[config.mk]
export PLATFORM = sky130hd
export DESIGN_NAME = sort_slice_feeder
export DESIGN_NICKNAME = d
export VERILOG_FILES = /design/src/rtl/sort_pkg.sv /design/src/rtl/sort_slice_feeder_slice_select.sv /design/src/rtl/sort_slice_feeder.sv
export SDC_FILE = /design/constraint.sdc
export NUM_CORES = 1
export LEC_CHECK = 0
export CORE_ASPECT_RATIO = 0.75
export CORE_MARGIN = 2
export CORE_UTILIZATION = 55
export DETAILED_ROUTE_END_ITERATION = 6
export PLACE_DENSITY = 0.77
export SETUP_SLACK_MARGIN = 0.02
export SLEW_MARGIN = 10
export SYNTH_ARGS = -nofsm -noshare
export SYNTH_HDL_FRONTEND = slang
export SYNTH_SLANG_ARGS = --single-unit
[constraint.sdc]
create_clock -name i_clk -period 1.9 [get_ports i_clk]
set_input_delay 0.38 -clock i_clk [delete_from_list [all_inputs] [get_ports i_clk]]
set_output_delay 0.38 -clock i_clk [all_outputs]
set_load 0.02 [all_outputs]
[src/rtl/sort_pkg.sv]
// -----------------------------------------------------------------------------
// sort_pkg
// Shared definitions for the min-sort datapath and its slice feeder.
//   M              : number of words per batch (slice width)
//   DATA_W         : word width (number of bit-planes per batch)
//   feeder_state_t : slice feeder FSM states (LOAD, EMIT)
//   slice_t        : one M-bit bit-plane
// -----------------------------------------------------------------------------
package sort_pkg;

   localparam int M      = 4;
   localparam int DATA_W = 16;

   typedef enum logic {
      LOAD = 1'b0,
      EMIT = 1'b1
   } feeder_state_t;

   typedef logic [M-1:0] slice_t;

endpackage

[src/rtl/sort_slice_feeder_slice_select.sv]
// -----------------------------------------------------------------------------
// slice_select
// Combinational bit-plane extractor: bit j of the plane is bit bit_idx of
// stored word j.
// Ports:
//   words   : M stored words of W bits each
//   bit_idx : plane index to extract
//   plane   : M-bit bit-plane
// -----------------------------------------------------------------------------
module slice_select #(
   parameter int M  = 4,
   parameter int W  = 16,
   parameter int BW = 4
) (
   input  logic [W-1:0]  words [M],
   input  logic [BW-1:0] bit_idx,
   output logic [M-1:0]  plane
);

   // NOTE: every always_comb output gets a default first so no path leaves it
   // unassigned, which is what would otherwise infer a latch.
   always_comb begin
      plane = '0;
      for (int j = 0; j < M; j++) begin
         plane[j] = words[j][bit_idx];
      end
   end

endmodule

[src/rtl/sort_slice_feeder.sv]
// -----------------------------------------------------------------------------
// sort_slice_feeder
// Bit-plane transposer feeding the min-sort slice chain. Buffers a batch of M
// W-bit words from a valid/ready stream, then emits W slices of M bits, MSB
// plane first. Loading and emitting never overlap (single buffer).
// Ports:
//   i_clk, i_rst             : clock, asynchronous active-high reset
//   i_s_valid/o_s_ready      : upstream word handshake
//   i_s_data                 : upstream word (first accepted word = slice bit 0)
//   o_m_valid/i_m_ready      : downstream slice handshake
//   o_m_slice                : bit-plane, bit j = bit o_m_bit_idx of word j
//   o_m_bit_idx              : plane index of current slice
//   o_m_last                 : current slice is plane 0 (end of batch)
//   o_busy                   : a batch is partially loaded or being emitted
// Configuration macro:
//   SORT_FEEDER_MAX_MODE_EN  : emit inverted planes so the core finds the max
// -----------------------------------------------------------------------------
module sort_slice_feeder #(
   parameter  int M  = sort_pkg::M,
   parameter  int W  = sort_pkg::DATA_W,
   localparam int BW = (W > 1) ? $clog2(W) : 1
) (
   input  logic          i_clk,
   input  logic          i_rst,
   input  logic          i_s_valid,
   output logic          o_s_ready,
   input  logic [W-1:0]  i_s_data,
   output logic          o_m_valid,
   input  logic          i_m_ready,
   output logic [M-1:0]  o_m_slice,
   output logic [BW-1:0] o_m_bit_idx,
   output logic          o_m_last,
   output logic          o_busy
);

   import sort_pkg::*;

   localparam int            CW     = (M > 1) ? $clog2(M) : 1;
   localparam logic [CW-1:0] LAST_W = CW'(M - 1);
   localparam logic [BW-1:0] TOP_B  = BW'(W - 1);

   feeder_state_t state, state_next;
   logic [CW-1:0] wcnt;
   logic [BW-1:0] bit_idx;
   logic [W-1:0]  words [M];
   logic [M-1:0]  plane;
   logic [M-1:0]  shown;
   logic          s_fire;
   logic          m_fire;

   assign s_fire = i_s_valid && o_s_ready;
   assign m_fire = o_m_valid && i_m_ready;

   // Next-state and handshake outputs.
   always_comb begin
      state_next = state;
      o_s_ready  = 1'b0;
      o_m_valid  = 1'b0;
      case (state)
         LOAD: begin
            o_s_ready = 1'b1;
            if (i_s_valid && wcnt == LAST_W) state_next = EMIT;
         end
         EMIT: begin
            o_m_valid = 1'b1;
            if (i_m_ready && bit_idx == '0) state_next = LOAD;
         end
         default: state_next = LOAD;
      endcase
   end

   // NOTE: sequential state uses non-blocking assignments so every register
   // samples the pre-edge values, independent of statement order.
   always_ff @(posedge i_clk or posedge i_rst) begin
      if (i_rst) begin
         state   <= LOAD;
         wcnt    <= '0;
         bit_idx <= '0;
      end else begin
         state <= state_next;
         if (s_fire) begin
            if (wcnt == LAST_W) begin
               wcnt    <= '0;
               bit_idx <= TOP_B;
            end else begin
               wcnt <= wcnt + 1'b1;
            end
         end
         if (m_fire && bit_idx != '0) bit_idx <= bit_idx - 1'b1;
      end
   end

   // NOTE: the word buffer has no reset; every entry is written before it is
   // read, and leaving it out keeps the storage a plain register array.
   always_ff @(posedge i_clk) begin
      if (s_fire) words[wcnt] <= i_s_data;
   end

   slice_select #(
      .M  (M),
      .W  (W),
      .BW (BW)
   ) u_slice_select (
      .words   (words),
      .bit_idx (bit_idx),
      .plane   (plane)
   );

`ifdef SORT_FEEDER_MAX_MODE_EN
   // Inverted planes turn the downstream minimum search into a maximum search.
   assign shown = ~plane;
`else
   assign shown = plane;
`endif

   // Slice-side outputs are forced to zero whenever no slice is offered.
   assign o_m_slice   = o_m_valid ? shown : '0;
   assign o_m_bit_idx = o_m_valid ? bit_idx : '0;
   assign o_m_last    = o_m_valid && (bit_idx == '0);
   assign o_busy      = (wcnt != '0) || (state == EMIT);

endmodule

# After elaboration in Yosys (flattened, before gate mapping)
# Index checks and enable logic that the tools add are counted.
[word_totals]
inputBits = 20
latchBits = 0
mem_bits_rw = 0
mem_bits_ro = 0
n_memories = 0
register_bits = 71
wordCells = 51
output_inout_bits = 12
[op_classes]
eq_ne = 1
order_cmp = 3
add_sub_neg = 2
n_div = 0
n_bitwise = 2
multipliers = 0
muxes = 22
n_shift = 0
reduce_logical = 14
[ops]
columns = ["cell", "n"]
rows = [
  ["bitwise mux 64 bit", 1],
  ["demux 16 bit (select 2 bit)", 1],
  ["two-way mux 4 bit", 5],
  ["binary-select mux 1 bit (select 4 bit)", 4],
  ["two-way mux 16 bit", 1],
  ["two-way mux 1 bit", 8],
  ["logical AND 1 bit", 7],
  ["nonzero test 2 bit", 3],
  ["< comparator 4 x 5 -> 1 bit (second input constant)", 1],
  ["zero test 4 bit", 1],
  ["nonzero test 4 bit", 1],
  ["subtractor 4 x 1 -> 4 bit (second input constant)", 1],
  [">= comparator 3 bit (second input constant)", 1],
  ["< comparator 3 x 1 -> 1 bit (second input constant)", 1],
  ["inverter 2 -> 3 bit", 1],
  ["adder 2 x 1 -> 2 bit (second input constant)", 1],
  ["equality test 2 bit (second input constant)", 1],
  ["two-way mux 2 bit", 1],
  ["case mux 1 bit (2 select lines)", 1],
  ["AND reduction 2 bit", 1],
  ["logical OR 1 bit", 1],
  ["inverter 1 bit", 1],
]

# Longest topological paths before layout
# Gate-level depths: netlist (run 1).
[logic_depth]
word_depth = 6
mapped_depth = 8
ltp_nobuf = 6

# Cells and area by module
# A second synthesis (run 1) with hierarchy kept.
[unflattened]
hier_cells = 160
hier_area_um2 = 2971.6
[modules_own_cells]
columns = ["module", "cells_each", "n_inst", "area_per_inst_um2"]
rows = [
  ["sort_slice_feeder", 121, 1, 2417.3],
  ["slice_select", 39, 1, 554.3],
]

# Worst setup path before layout (run 1)
# OpenSTA, ideal clock, no wires.
[synth_timing]
path_kind = "reg-to-output"
start = "register state"
end = "output port o_m_slice[0]"
setup_slack_ps = -30
t_arrival_ps = 1550
stages_incl_launch_ff = 5
cell_sequence = "dfrtp_1 > inv_1 > nor2_1 > a32oi_1 > o211ai_1"
[synth_via]
elab_chain_len = 2
[synth_rtl]
columns = ["element", "line", "text"]
rows = [
  ["from (decl)", "sort_slice_feeder.sv:42", "feeder_state_t state, state_next;"],
  ["from (signal assigned)", "sort_slice_feeder.sv:80", "state <= state_next;"],
  ["two-way mux 1 bit", "sort_slice_feeder.sv:59", "case (state)"],
  ["two-way mux 4 bit", "sort_slice_feeder.sv:117", "assign o_m_slice = o_m_valid ? shown : '0;"],
  ["to (decl)", "sort_slice_feeder.sv:30", "output logic [M-1:0] o_m_slice,"],
]
# Every way passes these cells.

# Final worst setup path (run 1)
[layout_timing]
start = "register bit_idx[0]"
end = "output port o_m_slice[3]"
[layout_via]
elab_chain_len = 3
[layout_rtl]
columns = ["element", "line", "text"]
rows = [
  ["from (decl)", "sort_slice_feeder.sv:44", "logic [BW-1:0] bit_idx;"],
  ["from (signal assigned)", "sort_slice_feeder.sv:89", "if (m_fire && bit_idx != '0) bit_idx <= bit_idx - 1'b1;"],
  ["binary-select mux 1 bit (select 4 bit)", "sort_slice_feeder_slice_select.sv:25", "plane[j] = words[j][bit_idx];"],
  ["two-way mux 1 bit (implied by the code)", "sort_slice_feeder_slice_select.sv:25", ""],
  ["two-way mux 4 bit", "sort_slice_feeder.sv:117", ""],
]
# Every way passes these cells. The select of a mux whose other input is x is not followed.

==> flow_metrics.py, run 1 <==
metrics = {
    "timing": {
        "rsz0062_at_grt": "true",
        "slew_headroom_pct": 75.4,
        "setup_violations": 8,
        "fin_ws_ns": -0.417,
        "post-route-min-period_ns": 2.32,
        "finalHoldViolCount": 0,
        "fin_tns_setup_ns": -2.06,
        "clock.fmax_ghz": 0.432,
        "fin_crit_sh_pct": 122,
        "slew_viol_final": 0,
        "clock_skew_ns": 0.0116,
        "worst_pin_slew_ns": 0.369,
        "hold_ws_ns": 0.278,
    },
    "route": {
        "vias": 1877,
        "drt_first_pass_iters": 4,
        "viasPerCell": 5.81,
        "initialDrtViolationCount": 205,
        "wl_per_cell_um": 22.8,
        "ant_nets": 0,
        "drc": 0,
        "routed_wl_um": 7370,
    },
    "yosys": {
        "synth.yosys.seq_area_share_pct": 70.4,
        "ys_warn_count": 0,
        "netlist_top_cells_area": "edfxtp_1 65%, mux4_1 7.9%, dfrtp_1 5.9%, mux2i_1 3.4%, nand2_1 2.5%",
        "synth_seq_cells": 71,
        "syn-instance-count": 172,
        "avgSynthCellArea_um2": 17.3,
        "synth.distinct_cells": 28,
        "yosysTopAreaCellShare_pct": 64.5,
        "syn-cell-area_mm2": 0.00298,
        "async_reset_ff_share_pct": 9.86,
        "synthFlopType": "edfxtp_1",
        "synth_edf_count": 64,
        "yosysTopAreaCell": "edfxtp_1",
        "syn-num-nets": 197,
    },
    "worst_setup_path": {
        "r2r_slack_ns": -0.07,
        "critPathKind": "register to output pin",
        "arrival_ns": 1.94,
        "r2r_start": "bit_idx[0]",
        "r2r_end": "bit_idx[3]",
        "critPathCaptureType": "output pin",
        "crit_path_start_kind": "register",
        "worstPathMaxFanout": 5,
        "rr_worst_depth": 10,
        "cp.required_ns": 1.52,
    },
    "power_and_ir_drop": {
        "p_sw_w": 0.00205,
        "power.share.combinational_pct": 44.1,
        "leakagePower_nw": 1.46,
        "p_sw_share_pct": 33.1,
        "irDropWorstVdd_mv": 0.729,
        "p_int_w": 0.00415,
        "finalPower_w": 0.00620,
        "p_clk_share_pct": 22.3,
        "powerDensity_mw_per_mm2": 1560,
        "seq_power_share_pct": 33.6,
    },
    "placed_design": {
        "dpl.hpwl_um": 4490,
        "portBuffers": 31,
        "routabilityCongestion": 0.814,
    },
    "global_route": {
        "antenna_found_initial": 0,
        "grt_pass1_vias": 1782,
        "grt_max_degree": 19,
        "grt_pass1_wl_um": 9920,
        "grt_use_total_pct": 24.8,
        "grt-ovfl-total": 0,
    },
    "die": {
        "fp.dieW_um": 89.0,
        "die_h_um": 67.7,
        "rows": 23,
        "dieArea_mm2": 0.00603,
        "fp.coreArea_mm2": 0.00530,
        "io_pins": 32,
        "initial_utilization_pct": 56.3,
    },
    "cells_and_area": {
        "fill_cells": 310,
        "nets": 269,
        "syn_to_final_growth_pct": 33.3,
        "final_common_cell": "edfxtp_1",
        "drive_above_1_share_pct": 36.3,
        "diodes": 0,
        "mostFrequentLayoutCells": "64 x edfxtp_1, 30 x buf_4, 20 x nand2_1",
    },
    "clock_network": {
        "numCtsBuffers": 9,
        "cts.path.max_buffers": 2,
        "clk_pin_slew_worst_paths_ns": 0.08,
        "cts_root_buf": "clkbuf_8",
        "htreeDepth": 3,
        "clk_latency_ns": 0.35,
        "cts_tree": "done",
        "cts_sinks": 71,
    },
    "run_status": {
        "violations": "setup timing",
        "outcome": "finished with violations",
    },
    "run": {
        "drv_cap": 0,
    },
    "hold_path": {
        "min_path_type": "input pin to asynchronous set/reset pin",
    },
}
[synthesized netlist by cell type (all sizes together), types with 2 or more instances]
library cell and n:
edfxtp 64, nand2 20, mux4 11, mux2i 10
buf 7, dfrtp 7, inv 7, nor2 6
and2 5, ha 5, nand3 4, o21ai 4
a32oi 3, nand4 3, o211ai 3, a21oi 2
nor3 2, o2111ai 2
[power by group through the flow]
stage | clock (W) | combinational [W] | sequential [W]
floorplan | 0 | 0.00130 | 0.00206
detailed placement | 0 | 0.00214 | 0.00212
finish | 0.00138 | 0.00274 | 0.00208
global placement | 0 | 0.00204 | 0.00210
CTS | 0.00140 | 0.00233 | 0.00208
global route | 0.00146 | 0.00286 | 0.00209
[worst max-delay path, stage by stage (launching register included)]
cell      delay [ns]
dfrtp_2         0.40
buf_12          0.13
buf_6           0.10
mux4_2          0.50
a32oi_1         0.16
o211ai_1        0.12
buf_4           0.18
[metal layers]
metal / global-route usage [%] / wire length (um)
met1: 31.3 / 2910
met2: 40.3 / 3690
met3: 8.19 / 596
met4: 9.70 / 177
met5: 0 / 0
[worst max-delay path by stage]
stage | slack [ns] | startpoint | cells after the start | endpoint
2_1_floorplan | 0.03 | state | 4 | o_m_slice[0]
4_1_cts | -0.40 | bit_idx[0] | 7 | o_m_slice[0]
3_5_place_dp | -0.67 | bit_idx[0] | 6 | o_m_slice[0]
3_3_place_gp | -0.53 | bit_idx[0] | 6 | o_m_slice[0]
5_1_grt | -0.47 | bit_idx[0] | 7 | o_m_slice[0]
6_report | -0.42 | bit_idx[0] | 6 | o_m_slice[3]
[registers in the layout (all words and copies together), names as in the netlist]
signal and count:
wcnt 2, state 1, words 64, bit_idx 4
[layout make-up]
| type | instances | area (um2) | area share [%] |
|---|---|---|---|
| timing repair buffer | 68 | 677 | 17.1 |
| multi-input combinational | 87 | 835 | 21.0 |
| sequential | 71 | 2100 | 52.9 |
| tap | 75 | 93.8 | 2.36 |
| inverter | 7 | 31.3 | 0.788 |
| clock inverter | 6 | 110 | 2.77 |
| clock buffer | 9 | 124 | 3.12 |
[per-stage QoR]
stage / cell area [um2] / instances / utilization (%) / setup WS, ns
global route: 3970 / 323 / 75.0 / -0.473
floorplan: 2980 / 172 / - / 0.0333
detailed placement: 3540 / 294 / 66.8 / -0.673
global placement: 3540 / 294 / 66.8 / -0.529
finish: 3970 / 323 / 75.0 / -0.417
CTS: 3830 / 316 / 72.3 / -0.403
[repair_timing]
action                     in CTS  in global routing
hold buffers                    0                  0
setup endpoints to repair      14                 13
resized for setup              60                 29
buffers inserted                7                  8
pin swaps                       8                 11
[cells by family after synthesis]
group           share of synthesized area (%)
flops                                    70.4
simple gates                             7.18
mux                                      12.8
compound gates                           3.23
buf+inv                                  3.70
fa+ha+maj                                2.10
xor+xnor                                0.588
Power figures use the tool's default switching activity.
==> inputs of run 2 (changes only) <==
--- a/config.mk
+++ b/config.mk
@@ -5,6 +5,7 @@
 export SDC_FILE = /design/constraint.sdc
 export NUM_CORES = 1
 export LEC_CHECK = 0
+export CAP_MARGIN = 40
 export CORE_ASPECT_RATIO = 0.75
 export CORE_MARGIN = 2
 export CORE_UTILIZATION = 55
==> results of run 2 <==
The final DEF is identical to that of run 1; final timing and power are the same.
